**src/rtl/mis_stimulus_gen_if.sv**
```systemverilog
// Command/status bundle between the MIS measurement controller (master)
// and the skewed stimulus generator (slave).
interface mis_stimulus_gen_if #(
   parameter int SKEW_W = 8,
   parameter int HOLD_W = 8,
   parameter int REP_W  = 8
);
   logic              start;
   logic              dir;
   logic [SKEW_W-1:0] skew;
   logic [HOLD_W-1:0] hold;
   logic [REP_W-1:0]  reps;
   logic              myinA1;
   logic              myinA2;
   logic              trig;
   logic              busy;
   logic              done;

   modport master (
      output start, dir, skew, hold, reps,
      input  myinA1, myinA2, trig, busy, done
   );

   modport slave (
      input  start, dir, skew, hold, reps,
      output myinA1, myinA2, trig, busy, done
   );
endinterface

```
**src/rtl/mis_stimulus_gen.sv**
```systemverilog
// Drives the two NOR-chain inputs with a programmable signed cycle skew,
// repeating settle/lead/hold sequences and flagging the first edge with trig.
module mis_stimulus_gen #(
   parameter int SKEW_W = 8,
   parameter int HOLD_W = 8,
   parameter int REP_W  = 8
) (
   input logic              clk,
   input logic              rst,
   mis_stimulus_gen_if.slave bus
);
   localparam int CNT_W = (SKEW_W > HOLD_W) ? SKEW_W : HOLD_W;

   typedef enum logic [2:0] {S_IDLE, S_SETTLE, S_LEAD, S_HOLD, S_DONE} state_t;

   state_t            r_state, w_state;
   logic [CNT_W-1:0]  r_cnt, w_cnt;
   logic [SKEW_W-1:0] r_k, w_k;
   logic [HOLD_W-1:0] r_hold, w_hold;
   logic [REP_W-1:0]  r_reps, w_reps;
   logic              r_init, w_init;
   logic              r_lead_a2, w_lead_a2;
   logic              r_a1, w_a1;
   logic              r_a2, w_a2;
   logic              r_trig, w_trig;
   logic              r_busy, w_busy;
   logic              r_done, w_done;
   logic [SKEW_W-1:0] w_abs;

   // Magnitude kept unsigned so the most negative skew maps to 2^(SKEW_W-1).
   assign w_abs = bus.skew[SKEW_W-1] ? (~bus.skew + SKEW_W'(1)) : bus.skew;

   always_ff @(posedge clk or posedge rst) begin
      if (rst) begin
         r_state   <= S_IDLE;
         r_cnt     <= '0;
         r_k       <= '0;
         r_hold    <= '0;
         r_reps    <= '0;
         r_init    <= 1'b0;
         r_lead_a2 <= 1'b0;
         r_a1      <= 1'b0;
         r_a2      <= 1'b0;
         r_trig    <= 1'b0;
         r_busy    <= 1'b0;
         r_done    <= 1'b0;
      end else begin
         r_state   <= w_state;
         r_cnt     <= w_cnt;
         r_k       <= w_k;
         r_hold    <= w_hold;
         r_reps    <= w_reps;
         r_init    <= w_init;
         r_lead_a2 <= w_lead_a2;
         r_a1      <= w_a1;
         r_a2      <= w_a2;
         r_trig    <= w_trig;
         r_busy    <= w_busy;
         r_done    <= w_done;
      end
   end

   // Outputs are computed for the state being entered so every pin is a flop.
   always_comb begin
      w_state   = r_state;
      w_cnt     = r_cnt;
      w_k       = r_k;
      w_hold    = r_hold;
      w_reps    = r_reps;
      w_init    = r_init;
      w_lead_a2 = r_lead_a2;
      w_a1      = r_init;
      w_a2      = r_init;
      w_trig    = 1'b0;
      w_busy    = r_busy;
      w_done    = 1'b0;
      unique case (r_state)
         S_IDLE: begin
            w_busy = 1'b0;
            if (bus.start) begin
               w_init    = bus.dir;
               w_k       = w_abs;
               w_hold    = bus.hold;
               w_reps    = bus.reps;
               w_lead_a2 = bus.skew[SKEW_W-1];
               w_cnt     = CNT_W'(bus.hold);
               w_a1      = bus.dir;
               w_a2      = bus.dir;
               if (bus.reps == '0) begin
                  w_state = S_DONE;
                  w_done  = 1'b1;
               end else begin
                  w_state = S_SETTLE;
                  w_busy  = 1'b1;
               end
            end
         end
         S_SETTLE: begin
            if (r_cnt == '0) begin
               w_trig = 1'b1;
               w_a1   = (!r_lead_a2 || r_k == '0) ? ~r_init : r_init;
               w_a2   = ( r_lead_a2 || r_k == '0) ? ~r_init : r_init;
               if (r_k == '0) begin
                  w_state = S_HOLD;
                  w_cnt   = CNT_W'(r_hold);
               end else begin
                  w_state = S_LEAD;
                  w_cnt   = CNT_W'(r_k) - CNT_W'(1);
               end
            end else begin
               w_cnt = r_cnt - CNT_W'(1);
            end
         end
         S_LEAD: begin
            w_a1 = r_lead_a2 ? r_init : ~r_init;
            w_a2 = r_lead_a2 ? ~r_init : r_init;
            if (r_cnt == '0) begin
               w_a1    = ~r_init;
               w_a2    = ~r_init;
               w_state = S_HOLD;
               w_cnt   = CNT_W'(r_hold);
            end else begin
               w_cnt = r_cnt - CNT_W'(1);
            end
         end
         S_HOLD: begin
            w_a1 = ~r_init;
            w_a2 = ~r_init;
            if (r_cnt == '0) begin
               w_a1   = r_init;
               w_a2   = r_init;
               w_reps = r_reps - REP_W'(1);
               if (r_reps == REP_W'(1)) begin
                  w_state = S_DONE;
                  w_busy  = 1'b0;
                  w_done  = 1'b1;
               end else begin
                  w_state = S_SETTLE;
                  w_cnt   = CNT_W'(r_hold);
               end
            end else begin
               w_cnt = r_cnt - CNT_W'(1);
            end
         end
         S_DONE: begin
            w_state = S_IDLE;
            w_busy  = 1'b0;
         end
         default: begin
            w_state = S_IDLE;
            w_busy  = 1'b0;
         end
      endcase
   end

   assign bus.myinA1 = r_a1;
   assign bus.myinA2 = r_a2;
   assign bus.trig   = r_trig;
   assign bus.busy   = r_busy;
   assign bus.done   = r_done;
endmodule

```
**src/flat_wrapper.sv**
```systemverilog
// flat-port wrapper written by rule: the top's interface ports become plain ports
module mis_stimulus_gen_flat 
#(
   parameter int SKEW_W = 8,
   parameter int HOLD_W = 8,
   parameter int REP_W  = 8
)
  (clk, rst, bus_start, bus_dir, bus_skew, bus_hold, bus_reps, bus_myinA1, bus_myinA2, bus_trig, bus_busy, bus_done);
  mis_stimulus_gen_if #(.SKEW_W(SKEW_W), .HOLD_W(HOLD_W), .REP_W(REP_W)) bus_i ();
  input logic clk;
  input logic rst;
  input wire logic [$bits(bus_i.start)-1:0] bus_start;
  input wire logic [$bits(bus_i.dir)-1:0] bus_dir;
  input wire logic [$bits(bus_i.skew)-1:0] bus_skew;
  input wire logic [$bits(bus_i.hold)-1:0] bus_hold;
  input wire logic [$bits(bus_i.reps)-1:0] bus_reps;
  output wire logic [$bits(bus_i.myinA1)-1:0] bus_myinA1;
  output wire logic [$bits(bus_i.myinA2)-1:0] bus_myinA2;
  output wire logic [$bits(bus_i.trig)-1:0] bus_trig;
  output wire logic [$bits(bus_i.busy)-1:0] bus_busy;
  output wire logic [$bits(bus_i.done)-1:0] bus_done;
  assign bus_i.start = bus_start;
  assign bus_i.dir = bus_dir;
  assign bus_i.skew = bus_skew;
  assign bus_i.hold = bus_hold;
  assign bus_i.reps = bus_reps;
  assign bus_myinA1 = bus_i.myinA1;
  assign bus_myinA2 = bus_i.myinA2;
  assign bus_trig = bus_i.trig;
  assign bus_busy = bus_i.busy;
  assign bus_done = bus_i.done;
  mis_stimulus_gen #(.SKEW_W(SKEW_W), .HOLD_W(HOLD_W), .REP_W(REP_W)) u_core (.clk(clk), .rst(rst), .bus(bus_i));
endmodule
```
**config.mk**
```make
export PLATFORM = sky130hd
export DESIGN_NAME = mis_stimulus_gen_flat
export DESIGN_NICKNAME = d
export VERILOG_FILES = /design/src/rtl/mis_stimulus_gen_if.sv /design/src/rtl/mis_stimulus_gen.sv /design/src/flat_wrapper.sv
export SDC_FILE = /design/constraint.sdc
export NUM_CORES = 1
export LEC_CHECK = 0
export CORE_ASPECT_RATIO = 2
export CORE_MARGIN = 2
export CORE_UTILIZATION = 37
export CTS_BUF_LIST = sky130_fd_sc_hd__clkbuf_4 sky130_fd_sc_hd__clkbuf_8 sky130_fd_sc_hd__clkbuf_16
export CTS_CLUSTER_DIAMETER = 80
export DETAILED_ROUTE_END_ITERATION = 10
export DONT_BUFFER_PORTS = 1
export GPL_TIMING_DRIVEN = 0
export PLACE_DENSITY = 0.65
export SLEW_MARGIN = 5
export SYNTH_ARGS = -nofsm -noshare
export SYNTH_HDL_FRONTEND = slang
export SYNTH_SLANG_ARGS = --single-unit
```
**constraint.sdc**
```tcl
create_clock -name clk -period 2.13 [get_ports clk]
set_input_delay 0.213 -clock clk [delete_from_list [all_inputs] [get_ports clk]]
set_output_delay 0.213 -clock clk [all_outputs]
set_load 0.01 [all_outputs]
```
==> Word-level counts from Yosys, hierarchy flattened <==
Index checks and enable logic that the tools add are counted.
{ "totals": {"regBits": 42, "inputBits": 28, "word_cells": 87} }
{ "classes": {"addsub": 4, "eq_ne": 10, "mux": 43, "bitwise_logic": 3, "n_reduce_logical": 15} }
{ "ops": {"columns": ["op", "count"], "rows": [
  ["8-bit 2-to-1 mux", 9],
  ["8-bit case mux with 4 select lines", 1],
  ["8-bit logical NOT", 3],
  ["8-bit by 1-bit subtractor with 8-bit output (second input constant)", 3],
  ["1-bit 2-to-1 mux", 21],
  ["3-bit 2-to-1 mux", 6],
  ["8-bit case mux with 2 select lines", 1],
  ["3-bit case mux with 4 select lines", 1],
  ["3-bit AND reduction", 3],
  ["8-bit by 1-bit adder with 8-bit output (second input constant)", 1],
  ["8-bit by 1-bit equality test with 1-bit output (second input constant)", 1],
  ["2-bit by 1-bit != test with 1-bit output (second input constant)", 4],
  ["8-bit NOT", 1],
  ["1-bit case mux with 4 select lines", 2],
  ["3-bit by 2-bit equality test with 1-bit output (second input constant)", 2],
  ["4-bit AND reduction", 1],
  ["4-bit nonzero test", 1],
  ["3-bit by 1-bit equality test with 1-bit output (second input constant)", 1],
  ["3-bit logical NOT", 1],
  ["3-bit != test (second input constant)", 1],
  ["1-bit case mux with 3 select lines", 1],
  ["1-bit logical OR", 2],
  ["2-bit != test (second input constant)", 1],
  ["1-bit NOT", 2],
  ["other kinds (5)", 5]
]} }

==> Longest topological paths before layout <==
{ "depth": {"word_depth": 5, "ltp_mapped": 8} }

==> Least setup slack after synthesis <==
OpenSTA, ideal clock, no wires.
{ "synth_path": {"kind": "flip-flop to flip-flop", "start": "register u_core.r_cnt[2]", "end": "register u_core.r_a2, in the netlist u_core.bus.myinA2", "setup_time_ns": 0.140, "arrival_ns": 1.849, "setup_slack_ns": 0.141, "stages_incl_launch_ff": 7, "n_path_buf": 1, "synth_period_minus_slack_ns": 1.989, "path_cell_list": "dfrtp_1 -> or4_4 -> or3_4 -> buf_6 -> and3_1 -> o21ai_1 -> o211ai_1"} }
{ "synth_via": {"elab_chain_len": 3, "word_cells_on_any_way": 5, "cone_classes": "4 x mux; 1 x reduce/logical"} }
{ "synth_lines": {"columns": ["item", "line", "source"], "rows": [
  ["start, declared", "mis_stimulus_gen.sv:17", "logic [CNT_W-1:0] r_cnt, w_cnt;"],
  ["start signal, assigned", "mis_stimulus_gen.sv:49", "r_cnt <= w_cnt;"],
  ["8-bit logical NOT *", "mis_stimulus_gen.sv:99, mis_stimulus_gen.sv:117, mis_stimulus_gen.sv:129", null],
  ["1-bit 2-to-1 mux, on equally long branches", "mis_stimulus_gen.sv:129, mis_stimulus_gen.sv:99, mis_stimulus_gen.sv:117", null],
  ["1-bit case mux with 4 select lines *", "mis_stimulus_gen.sv:77", "unique case (r_state)"],
  ["via u_core.w_a2", "mis_stimulus_gen.sv:24", "logic r_a2, w_a2;"],
  ["end signal, assigned", "mis_stimulus_gen.sv:56", "r_a2 <= w_a2;"],
  ["end, declared", "mis_stimulus_gen.sv:24", null]
]} }
Mark *: on every way through the listed nets, which the timed path passes. The rest lies on a longest branch.
A chain may end at the register's enable or synchronous reset.

==> Worst setup path after layout <==
{ "layout_path": {"start": "register u_core.r_cnt[3]", "end": "register u_core.r_state[0]"} }
{ "layout_via": {"elab_chain_len": 3, "word_cells_on_any_way": 5, "cone_classes": "3 x eq/ne; 2 x reduce/logical"} }
{ "layout_lines": {"columns": ["item", "line", "source"], "rows": [
  ["8-bit logical NOT *", "mis_stimulus_gen.sv:99, mis_stimulus_gen.sv:117, mis_stimulus_gen.sv:129", null],
  ["2-bit by 1-bit != test with 1-bit output (no source line)", null, null],
  ["4-bit AND reduction (no source line) *", null, null],
  ["end signal, assigned", "mis_stimulus_gen.sv:48", "r_state <= w_state;"],
  ["end, declared", "mis_stimulus_gen.sv:16", "state_t r_state, w_state;"]
]} }
Mark *: on every way between the ends. The rest lies on a longest branch, timed or not.

==> impl.org <==
** Outcome
- The run finished with clean final reports.

** Timing
- For the final routed database, the setup TNS stands at 0 ps.
- Crit path time final :: 2100 ps
- RSZ-0062 raised after global routing :: true
- Final setup violating endpoints :: 0
- The number of hold violations in the final report is 0.
- In the post-route analysis, the smallest setup slack over all paths is 26.2 ps.
- Worst-margin pin slew :: 591 ps
- Clk_skew :: 5.18 ps
- Achievable clock frequency :: 475 MHz
- In this run the tightest slew margin relative to its limit is 60.6%.
- Final Max Slew Viols :: 0
- Post-route fraction of the period consumed by the critical path :: 98.8%

** Power and ir drop
- Register share of total power :: 36.0%
- Max rail drop VDD :: 505 µV
- Total power :: 4.31 mW
- Combinational share of power :: 46.5%
- Clk pwr share :: 17.4%
- NetSw :: 1.86 mW
- Leakage dissipation :: 1.33 nW
- Switching Fraction :: 43.1%
- Internal power comes to 2.45 mW.
- Power Dens Cells :: 1360 nW/µm²

** Drt
- Count of antenna-violating nets left after detailed routing :: 0
- Wire per inst :: 16.4 µm
- Drt drc :: 0
- Detailed Route WL :: 7.15 mm
- Before antenna repair, the detailed router went through 4 iterations.
- Vias after detailed routing :: 2,510
- Drt initial violations :: 207
- Drt via density :: 5.77

** Critical path
- Max stage delay on crit path :: 560 ps
- Series of cell instances along the critical path :: or4_4 > nor3_4 > buf_6 > buf_4 > buf_4 > nand2_2 > a221oi_2 > a221o_1
- Critical path type :: reg2reg
- On the critical path the largest part of the delay comes from simple AND/OR/NAND/NOR gates.
- Bufs and invs on worst path :: 3
- In this run the worst path has a maximum fanout of 5.
- Crit path DAT :: 2330 ps
- Master of the slowest instance on the critical path :: or4_4
- The worst setup path is captured at a flop.
- Cell with the most instances on the worst path :: buf_4
- For the worst setup path, the data required time is 2350 ps.
- Sort of element at the start of the critical path :: flop

** Layout
- Signed area change from the synthesized netlist to the final layout :: 17.6%
- Fill cells :: 715
- The net count of the finished layout is 379.
- For this run, the share of the core covered by cells in the final layout is 44.4%.
- 0 antenna diodes ended up in the layout.
- Finished Layout Cells :: 435
- In the final layout, the share of cells above drive strength 1 is 14.0%.

** Die
- Once the floorplan was initialized, standard cells occupied 37.7% of the core.
- The floorplan step defined a die boundary enclosing 8040 µm².
- The total area inside the core boundary comes to 7160 µm².
- Chip Width :: 64.4 µm
- Chip height :: 125 µm
- In this run the count of I/O pins placed on the die edge is 33.
- Row generation in the floorplan step produced 44 rows.

** Synth
- Number of synthesis warnings :: 0
- After synthesis the netlist holds a flip-flop and latch count of 42.
- Average cell area after synthesis :: 8.36 µm²
- The largest total area in the synthesized netlist belongs to dfrtp_1.
- Number of distinct library cells after synthesis :: 60
- Synthesized cell area :: 2700 µm²
- Sequential elements use 38.9% of the synthesized area.
- The number of nets handed over by synthesis was 358.
- Commonest register cell after synthesis :: dfrtp_1
- In the synthesized netlist, the number of instances is 323.
- Leading post-synthesis cells by cell area :: dfrtp_1 (39%), nand2_1 (7.0%), o21ai_0 (4.4%), nor2_1 (4.0%), ha_1 (3.2%)
- The share of synthesized area in the top cell type comes to 38.9%.
- Post-synth EDFFs :: 0
- Of all flip-flops after synthesis, the portion carrying an async set or reset was 100%.

** Clock network
- Clock buffer count from CTS :: 5
- Clk Latency, worst-skew pair :: 280 ps
- Number of levels in the clock H-tree :: 2
- CTS sink cnt :: 42
- TritonCTS built the clock tree.
- Clock-pin transition on the worst setup and hold timing paths :: 60 ps
- Deepest clock path buffer count :: 2
- The tree is rooted in a clkbuf_16.

** Global routing
- Summed over all layers, the global routing overflow is 0.
- Initial antenna violation count :: 0
- Global routing used 18.5% of the available tracks across all layers.
- The number of global-route vias before repair is 2,539.
- Maximum number of pins on one net before global-route repair :: 26
- The first global-routing pass estimated 11.9 mm of wire.

** Place
- At the placement stage, the worst setup path has a slack of -162 ps.
- Count of port buffers added during placement :: 0
- Placed cell count :: 416
- Final estimated routing congestion in global placement :: 0.895
- HPWL after detailed placement :: 5.09 mm

** Job
- Max-cap violations in this run came to 0.

** Hold path
- The tightest min-delay check is of the in2reg type.
final timing paths:
check,depth (start not counted),endpoint,start,slack [ps]
hold reg to reg,2,u_core.r_hold[5],u_core.r_hold[5],490
hold / removal,2,u_core.r_init,bus_dir,30
setup / recovery,8,u_core.r_state[0],u_core.r_cnt[3],30
setup reg to reg,8,u_core.r_state[0],u_core.r_cnt[3],30
max in group asynchronous,3,u_core.bus.myinA1,rst,1280
min in group asynchronous,2,u_core.r_k[7],rst,380
synth_stat cells, drive strengths merged, types with 2 or more instances:
master,count
nor4,7
xnor2,6
nor2,29
o21ai,28
o21bai,3
dfrtp,42
a31oi,8
a211oi,3
a22oi,6
a31o,2
or3,7
or4,4
nor3,11
inv,13
o31ai,3
a21boi,2
nand2,50
nand2b,3
nand3,7
nor3b,5
o21a,2
ha,7
buf,3
and2,2
a221oi,3
o2bb2ai,2
o211ai,3
a21oi,13
xor2,9
and3,5
nand3b,2
nor2b,4
clkbuf,14
power groups by stage:
stage                     Combinational (mW)  Clock (mW)  Sequential, mW
after global routing                    2.27       0.790            1.60
after floorplan                         1.43           0            1.44
after global placement                  1.72           0            1.52
final                                   2.00       0.751            1.55
after CTS                               1.88       0.755            1.53
after detailed placement                1.80           0            1.53
metrics by stage:
stage | area [µm²] | hold slack [ps]
6_report | 3180 | 31.8
5_1_grt | 3180 | 31.2
4_1_cts | 3080 | 30.8
3_5_place_dp | 2840 | 114
3_3_place_gp | 2820 | 323
2_1_floorplan | 2700 | 318
logic make-up after synthesis:
family / synth area share, %
compound gates: 21.5
xor+xnor: 4.87
flops: 38.9
simple gates: 26.4
fa+ha+maj: 3.24
mux: 0.371
buf+inv: 4.63
final cells by class:
class | instances | area [µm²] | share of cell area [%]
Multi-Input combinational cell | 251 | 1600 | 50.4
Clock buffer | 6 | 139 | 4.37
Tap cell | 92 | 115 | 3.62
Sequential cell | 42 | 1050 | 33.1
Timing Repair Buffer | 14 | 124 | 3.90
Buffer | 17 | 95.1 | 2.99
Inverter | 13 | 48.8 | 1.54
state kept, by name (all words and copies together) (netlist names):
name and cells:
u_core.bus.busy 1, u_core.bus.done 1, u_core.bus.myinA1 1, u_core.bus.myinA2 1, u_core.bus.trig 1, u_core.r_cnt 8
u_core.r_hold 8, u_core.r_init 1, u_core.r_k 8, u_core.r_lead_a2 1, u_core.r_reps 8, u_core.r_state 3
what timing repair did:
item | 4_1_cts | 5_1_grt
hold buffers | 1 | 0
gates resized for setup | 8 | 21
pin swaps | 1 | 5
endpoints found under the setup margin | 28 | 13
buffers inserted | 7 | 5
hold endpoints to repair | 17 | 0
metal layers:
| layer | global-route usage (%) | wire length [µm] | part of all wire, % |
|---|---|---|---|
| met2 | 30.3 | 3510 | 49 |
| met3 | 3.97 | 409 | 5.7 |
| met1 | 22.9 | 3000 | 42 |
| met4 | 8.39 | 231 | 3.2 |
| met5 | 0 | 0 | 0 |
layout by cell type (no fill, tap or decap), types with 4 or more instances in the layout:
cell,netlist,routed
a21oi_1,12,12
a22oi_1,6,6
a31oi_1,7,7
and3_1,5,5
buf_4,1,11
clkbuf_1,14,10
clkbuf_16,0,5
clkbuf_2,0,4
dfrtp_1,42,41
ha_1,7,7
inv_1,13,12
nand2_1,50,49
nand3_1,7,7
nor2_1,29,29
nor2b_1,4,4
nor3_1,9,7
nor3b_1,5,4
nor4_1,7,6
o21ai_0,24,20
o21ai_1,4,7
or3_1,6,6
xnor2_1,6,6
xor2_1,9,9
Power figures use the tool's default switching activity.
